**src/rtl/grf_scoreboard.sv**
```systemverilog
// Register file with two write ports, two bypassed read ports and a per-register
// pending scoreboard tracking destinations issued but not yet written back.
module grf_scoreboard #(
  parameter int unsigned DW = 32,
  parameter int unsigned AW = 5
) (
  input  logic          clk,
  input  logic          reset,
  input  logic          we0,
  input  logic [AW-1:0] wa0,
  input  logic [DW-1:0] wd0,
  input  logic          we1,
  input  logic [AW-1:0] wa1,
  input  logic [DW-1:0] wd1,
  input  logic [AW-1:0] ra1,
  input  logic [AW-1:0] ra2,
  output logic [DW-1:0] rd1,
  output logic [DW-1:0] rd2,
  input  logic          iss_en,
  input  logic [AW-1:0] iss_a,
  output logic          busy1,
  output logic          busy2,
  output logic [AW:0]   pend_cnt
);

  localparam int unsigned NREG = 2**AW;

  logic [DW-1:0]   regs [NREG];
  logic [NREG-1:0] pending;
  logic [NREG-1:0] pending_nxt;
  logic            wr0_ok;
  logic            wr1_ok;
  logic            iss_ok;

  // Register 0 is hardwired: nothing ever targets it
  assign wr0_ok = we0 && (wa0 != '0);
  assign wr1_ok = we1 && (wa1 != '0);
  assign iss_ok = iss_en && (iss_a != '0);

  // Writebacks clear pending first so a same-cycle issue to that register wins
  always_comb begin
    pending_nxt = pending;
    if (wr0_ok) pending_nxt[wa0] = 1'b0;
    if (wr1_ok) pending_nxt[wa1] = 1'b0;
    if (iss_ok) pending_nxt[iss_a] = 1'b1;
  end

  always_ff @(posedge clk) begin
    if (reset) begin
      regs     <= '{default: '0};
      pending  <= '0;
      pend_cnt <= '0;
    end else begin
      if (wr0_ok && !(wr1_ok && (wa1 == wa0))) regs[wa0] <= wd0;
      if (wr1_ok) regs[wa1] <= wd1;
      pending  <= pending_nxt;
      pend_cnt <= (AW+1)'($countones(pending_nxt));
    end
  end

  // Read port 1: port-1 write bypass beats port-0 write bypass beats array
  always_comb begin
    rd1   = regs[ra1];
    busy1 = pending[ra1];
    if (we0 && (wa0 == ra1)) begin
      rd1   = wd0;
      busy1 = 1'b0;
    end
    if (we1 && (wa1 == ra1)) begin
      rd1   = wd1;
      busy1 = 1'b0;
    end
    if (ra1 == '0) begin
      rd1   = '0;
      busy1 = 1'b0;
    end
  end

  // Read port 2: same priority as port 1
  always_comb begin
    rd2   = regs[ra2];
    busy2 = pending[ra2];
    if (we0 && (wa0 == ra2)) begin
      rd2   = wd0;
      busy2 = 1'b0;
    end
    if (we1 && (wa1 == ra2)) begin
      rd2   = wd1;
      busy2 = 1'b0;
    end
    if (ra2 == '0) begin
      rd2   = '0;
      busy2 = 1'b0;
    end
  end

endmodule

```
**config.mk**
```make
export PLATFORM = sky130hd
export DESIGN_NAME = grf_scoreboard
export DESIGN_NICKNAME = d
export VERILOG_FILES = /design/src/rtl/grf_scoreboard.sv
export SDC_FILE = /design/constraint.sdc
export NUM_CORES = 2
export LEC_CHECK = 0
export CAP_MARGIN = 0
export CORE_MARGIN = 5
export CORE_UTILIZATION = 63
export CTS_CLUSTER_SIZE = 8
export DETAILED_ROUTE_END_ITERATION = 8
export PLACE_DENSITY_LB_ADDON = 0.1
export SLEW_MARGIN = 5
export SYNTH_ARGS = -nofsm -noshare
export SYNTH_HDL_FRONTEND = slang
export SYNTH_SLANG_ARGS = --single-unit
```
**constraint.sdc**
```tcl
create_clock -name clk -period 9.4 [get_ports clk]
set_input_delay 1.88 -clock clk [delete_from_list [all_inputs] [get_ports clk]]
set_output_delay 1.88 -clock clk [all_outputs]
set_load 0.005 [all_outputs]
```
==> flow_results.org <==
** Floorplan
- Pin placement for this block handled roughly 170 I/O pins.
- The floorplan step set the die width to 335.9 um.
- Measured along the y axis, the die boundary spans roughly 340 um.
- After floorplanning, the core was sized to cover between 100000 and 150000 um^2.
- In this run the core area contains about 120 standard-cell rows.
- The die covers 112800 um^2.
- Effective utilization at floorplan :: 0.6347

** Synth
- Of the total synthesized cell area, the portion taken by full adders, half adders and majority gates is 0.008489.
- After synthesis, the largest family of logic cells by area is multiplexers.
- Post-synthesis async set-or-reset flop share :: 0
- Count of yosys warnings during synthesis :: 0
- Post-Syn Area per Cell :: roughly 10 um^2
- Synthesized area :: roughly 67000 um^2
- Area fraction in and, or, nand and nor cells after synthesis :: 0.07824
- The compound-gate portion of the synthesized area was 0.1784.
- Fraction of synthesized area in multiplexers :: 0.3392
- Top FF cell, synth :: sky130_fd_sc_hd__dfxtp_1
- Number of flops mapped to enable cells by yosys :: 0
- In this run, synthesis produced a sequential element count of around 1100.
- Of the total synthesized cell area, the portion taken by XOR and XNOR cells is 0.003534.
- In this run, distinct cell masters in the synthesized netlist total between 60 and 70.
- Synthesis handed over a netlist of between 6000 and 7000 instances.
- Total nets after synthesis :: 6783
- Sequential fraction of the synthesis area :: 0.3177

** Finish
- P&R area growth vs syn :: 7.268%
- The multi-input combinational cells in the finished layout cover a total of 41000 um^2.
- Final-stage net count :: ~6400
- In the final layout, the share of cells above drive strength 1 is 0.1575.
- Filler cells :: 8018
- Summing all flip-flop and latch instances after layout gives between 20000 and 25000 um^2.

** CTS
- After clock tree synthesis, the setup repair step added 0 buffers.
- TritonCTS created 150 clock buffers.
- The H-tree generated during clock tree synthesis spans 4 levels.
- CTS tree :: built
- Clock network latency to the later pin of the worst-skew pair :: between 0.7 and 0.8 ns
- The root buffer cell chosen for the clock tree is sky130_fd_sc_hd__clkbuf_16.
- Number of buffers on the longest clock path :: 3
- Clock tree synthesis found a total of 1062 sinks.
- Gates resized during post-CTS repair numbered 0.
- In this run, post-CTS hold repair placed 0 buffers.
- Clock-pin slew was measured on the worst setup and hold paths at about 0.05 ns.

** Drt
- Per-cell routed wire length :: approximately 36 um
- The first TritonRoute pass finished after 9 iterations.
- Via density :: between 7 and 8
- After the first detailed-routing iteration, the DRC count stood at about 11000.
- Residual antenna-violating net count after detailed routing :: 0
- Aggregate routed wire length :: 276300 um
- After detailed routing, the number of remaining DRC violations is 1.
- Summing over every cut layer, the via total after detailed routing is approximately 60000.

** Timing
- Based on the critical path, the design can be clocked at up to 122.6 MHz.
- The worst path needs 8.155 ns of the cycle, external delays included.
- Fin. Hold Viols :: 0
- Worst rel slew slack :: -0.02444
- Setup violations, final :: 0
- For the final database, setup skew stands at around 0.028 ns.
- Hold is met by ~0.48 ns.
- Total negative slack :: 0 ns
- The count of final max-slew check failures is 32.
- Of the available clock period, the critical path in the final layout requires 0.8676.
- Setup repair after global routing missed its margin :: false
- For the pin with the worst max-slew slack, the measured transition is about 1.5 ns.

** Placement
- Total half-perimeter wirelength after legalization and detailed placement :: between 100000 and 150000 um
- Routability congestion estimate from global placement :: just over 0.9
- Buffers placed on the I/O ports in this run total 165.

** GRT
- Entering global routing, the biggest net connects roughly 210 pins.
- Global-route wire length before repair :: just under 400000 um
- For this run, the total global-route usage over all layers was measured as 0.4712.
- The number of antenna violations at the first check in global routing came to 9.
- Number of global-route vias before repair :: ~57000
- Aggregate global routing overflow :: 0

** Job
- Number of maximum-capacitance constraint violations :: 2

** Worst setup path
- Worst setup EP type :: primary output
- Critical Path AT :: between 6 and 7 ns
- STA classifies the critical path startpoint as an input pin.
- In this run the worst path has a maximum fanout of 31.
- Data required time of the worst path :: around 7.5 ns
- Critical Setup Path Class :: input pin to primary output

** Pwr
- Cell Pwr Density :: 153.1 nW/um^2
- Maximum ir drop on the vdd rail :: roughly 0.00013 V
- Leak Pwr :: approximately 0.032 uW

** Outcome
- The flow ran to the end, but the final reports show violations.
- The checks that failed: design-rule violations, max-capacitance violations, max-slew violations.

** Worst hold path
- Hold crit path type :: register to register
-- through the flow --
step | power, uW | cells | utilization | instance area, um^2 | setup slack [ns]
floorplan | 5584 | 6658 | - | 66910 | 1.704
global placement | 6052 | 7473 | 0.6425 | 67730 | 0.9159
detailed placement | 6067 | 7473 | 0.6425 | 67730 | 0.9284
CTS | 10900 | 7638 | 0.6804 | 71730 | 1.619
global route | 11170 | 7641 | 0.6807 | 71760 | 1.416
finish | 10990 | 7648 | 0.6809 | 71780 | 1.245
-- registers in the layout (all words and copies together) (netlist names) --
register  count
regs       1024
pend_cnt      6
pending      32
-- worst max-delay path: stages --
cell and delay, ns:
sky130_fd_sc_hd__buf_4 0.39, sky130_fd_sc_hd__buf_4 0.50, sky130_fd_sc_hd__nor2_1 0.16, sky130_fd_sc_hd__nor4b_1 0.21
sky130_fd_sc_hd__o21bai_4 0.57, sky130_fd_sc_hd__nor2b_4 1.32, sky130_fd_sc_hd__a221o_1 0.59, sky130_fd_sc_hd__clkdlybuf4s50_1 0.59
-- layout by cell type (no fill, tap or decap), types with 40 or more instances in the layout --
cell                              synthesis  routed
sky130_fd_sc_hd__mux2i_1               1247    1247
sky130_fd_sc_hd__dfxtp_1               1062    1062
sky130_fd_sc_hd__a211oi_1               987     987
sky130_fd_sc_hd__nor2_1                 971     968
sky130_fd_sc_hd__mux4_2                 407     407
sky130_fd_sc_hd__buf_4                   17     209
sky130_fd_sc_hd__clkbuf_16                0     155
sky130_fd_sc_hd__clkdlybuf4s50_1          0     154
sky130_fd_sc_hd__mux2_2                  93      93
sky130_fd_sc_hd__a21oi_1                 89      89
sky130_fd_sc_hd__o221ai_1                62      62
sky130_fd_sc_hd__o22ai_1                 62      62
sky130_fd_sc_hd__a221oi_1                60      60
sky130_fd_sc_hd__nor2b_1                 61      59
sky130_fd_sc_hd__inv_1                   55      54
sky130_fd_sc_hd__nand2_1                 83      50
sky130_fd_sc_hd__nor3_1                  42      40
-- final timing paths --
kind / startpoint / endpoint / slack [ns] / cells past startpoint
setup reg to reg: pending[27] / pend_cnt[4] / 4.09 / 17
hold reg to reg: regs[1015] / regs[1015] / 0.48 / 1
setup / recovery: ra1[4] / rd1[18] / 1.24 / 8
hold / removal: regs[1015] / regs[1015] / 0.48 / 1
-- cell families after synthesis --
kind of cell / Yosys count
buffers and inverters: 1016
AND/OR/NAND/NOR: 1254
adder cells (fa/ha/maj): 31
AO/OA/AOI/OAI: 1521
flip-flops: 1062
multiplexers: 1747
XOR/XNOR: 27
-- synthesized netlist by cell type (all sizes together), types with 3 or more instances --
cell type	n	share of area
a221oi	60	0.0079
a22o	32	0.0042
a31oi	34	0.0032
a21oi	89	0.0067
or3	3	0.00028
o21ai	5	0.00037
a2111oi	32	0.0044
and3	7	0.00065
dfxtp	1062	0.32
a211oi	987	0.11
nor2b	62	0.0058
nand3	3	0.00022
nor2	972	0.055
and3b	4	0.00052
a32oi	11	0.0014
clkbuf	682	0.038
or3b	3	0.00039
nand2b	5	0.00047
nor3	43	0.0034
inv	55	0.0031
buf	279	0.033
or4	3	0.00034
mux2	93	0.016
mux4	407	0.14
o32ai	31	0.0041
o22ai	62	0.0058
ha	7	0.0013
nand4	4	0.00037
nand2	83	0.0047
fa	24	0.0072
nor3b	13	0.0017
mux2i	1247	0.19
a211o	31	0.0041
xor2	8	0.0010
o221ai	62	0.0081
a32o	19	0.0028
a221o	31	0.0046
nor4	34	0.0032
o211ai	30	0.0094
and2	4	0.00037
nand3b	4	0.00045
xnor2	19	0.0025
-- power breakdown --
group | switching, uW | internal, uW
clock network | 2050 | 2890
registers | 67.7 | 4600
logic | 911 | 476
-- cell type report --
type                    instances  area share
repair buffers                386     0.04939
inverters                      55    0.002876
flip-flops and latches       1062      0.2962
diodes                          9   0.0003138
clock buffers                 157     0.05414
multi-input cells            4580      0.5712
well taps                    1391     0.02425
clock inverters                 8    0.001586
-- layer usage --
layer | vias to the layer above | wire [um] | GRT usage
li1 | 24350 | - | -
met5 | - | 226 | 0.01210
met4 | 10 | 20960 | 0.2869
met1 | 29250 | 98300 | 0.6109
met3 | 1387 | 45450 | 0.1959
met2 | 5407 | 111400 | 0.6543
No activity file was read; power rests on OpenSTA's default activity.
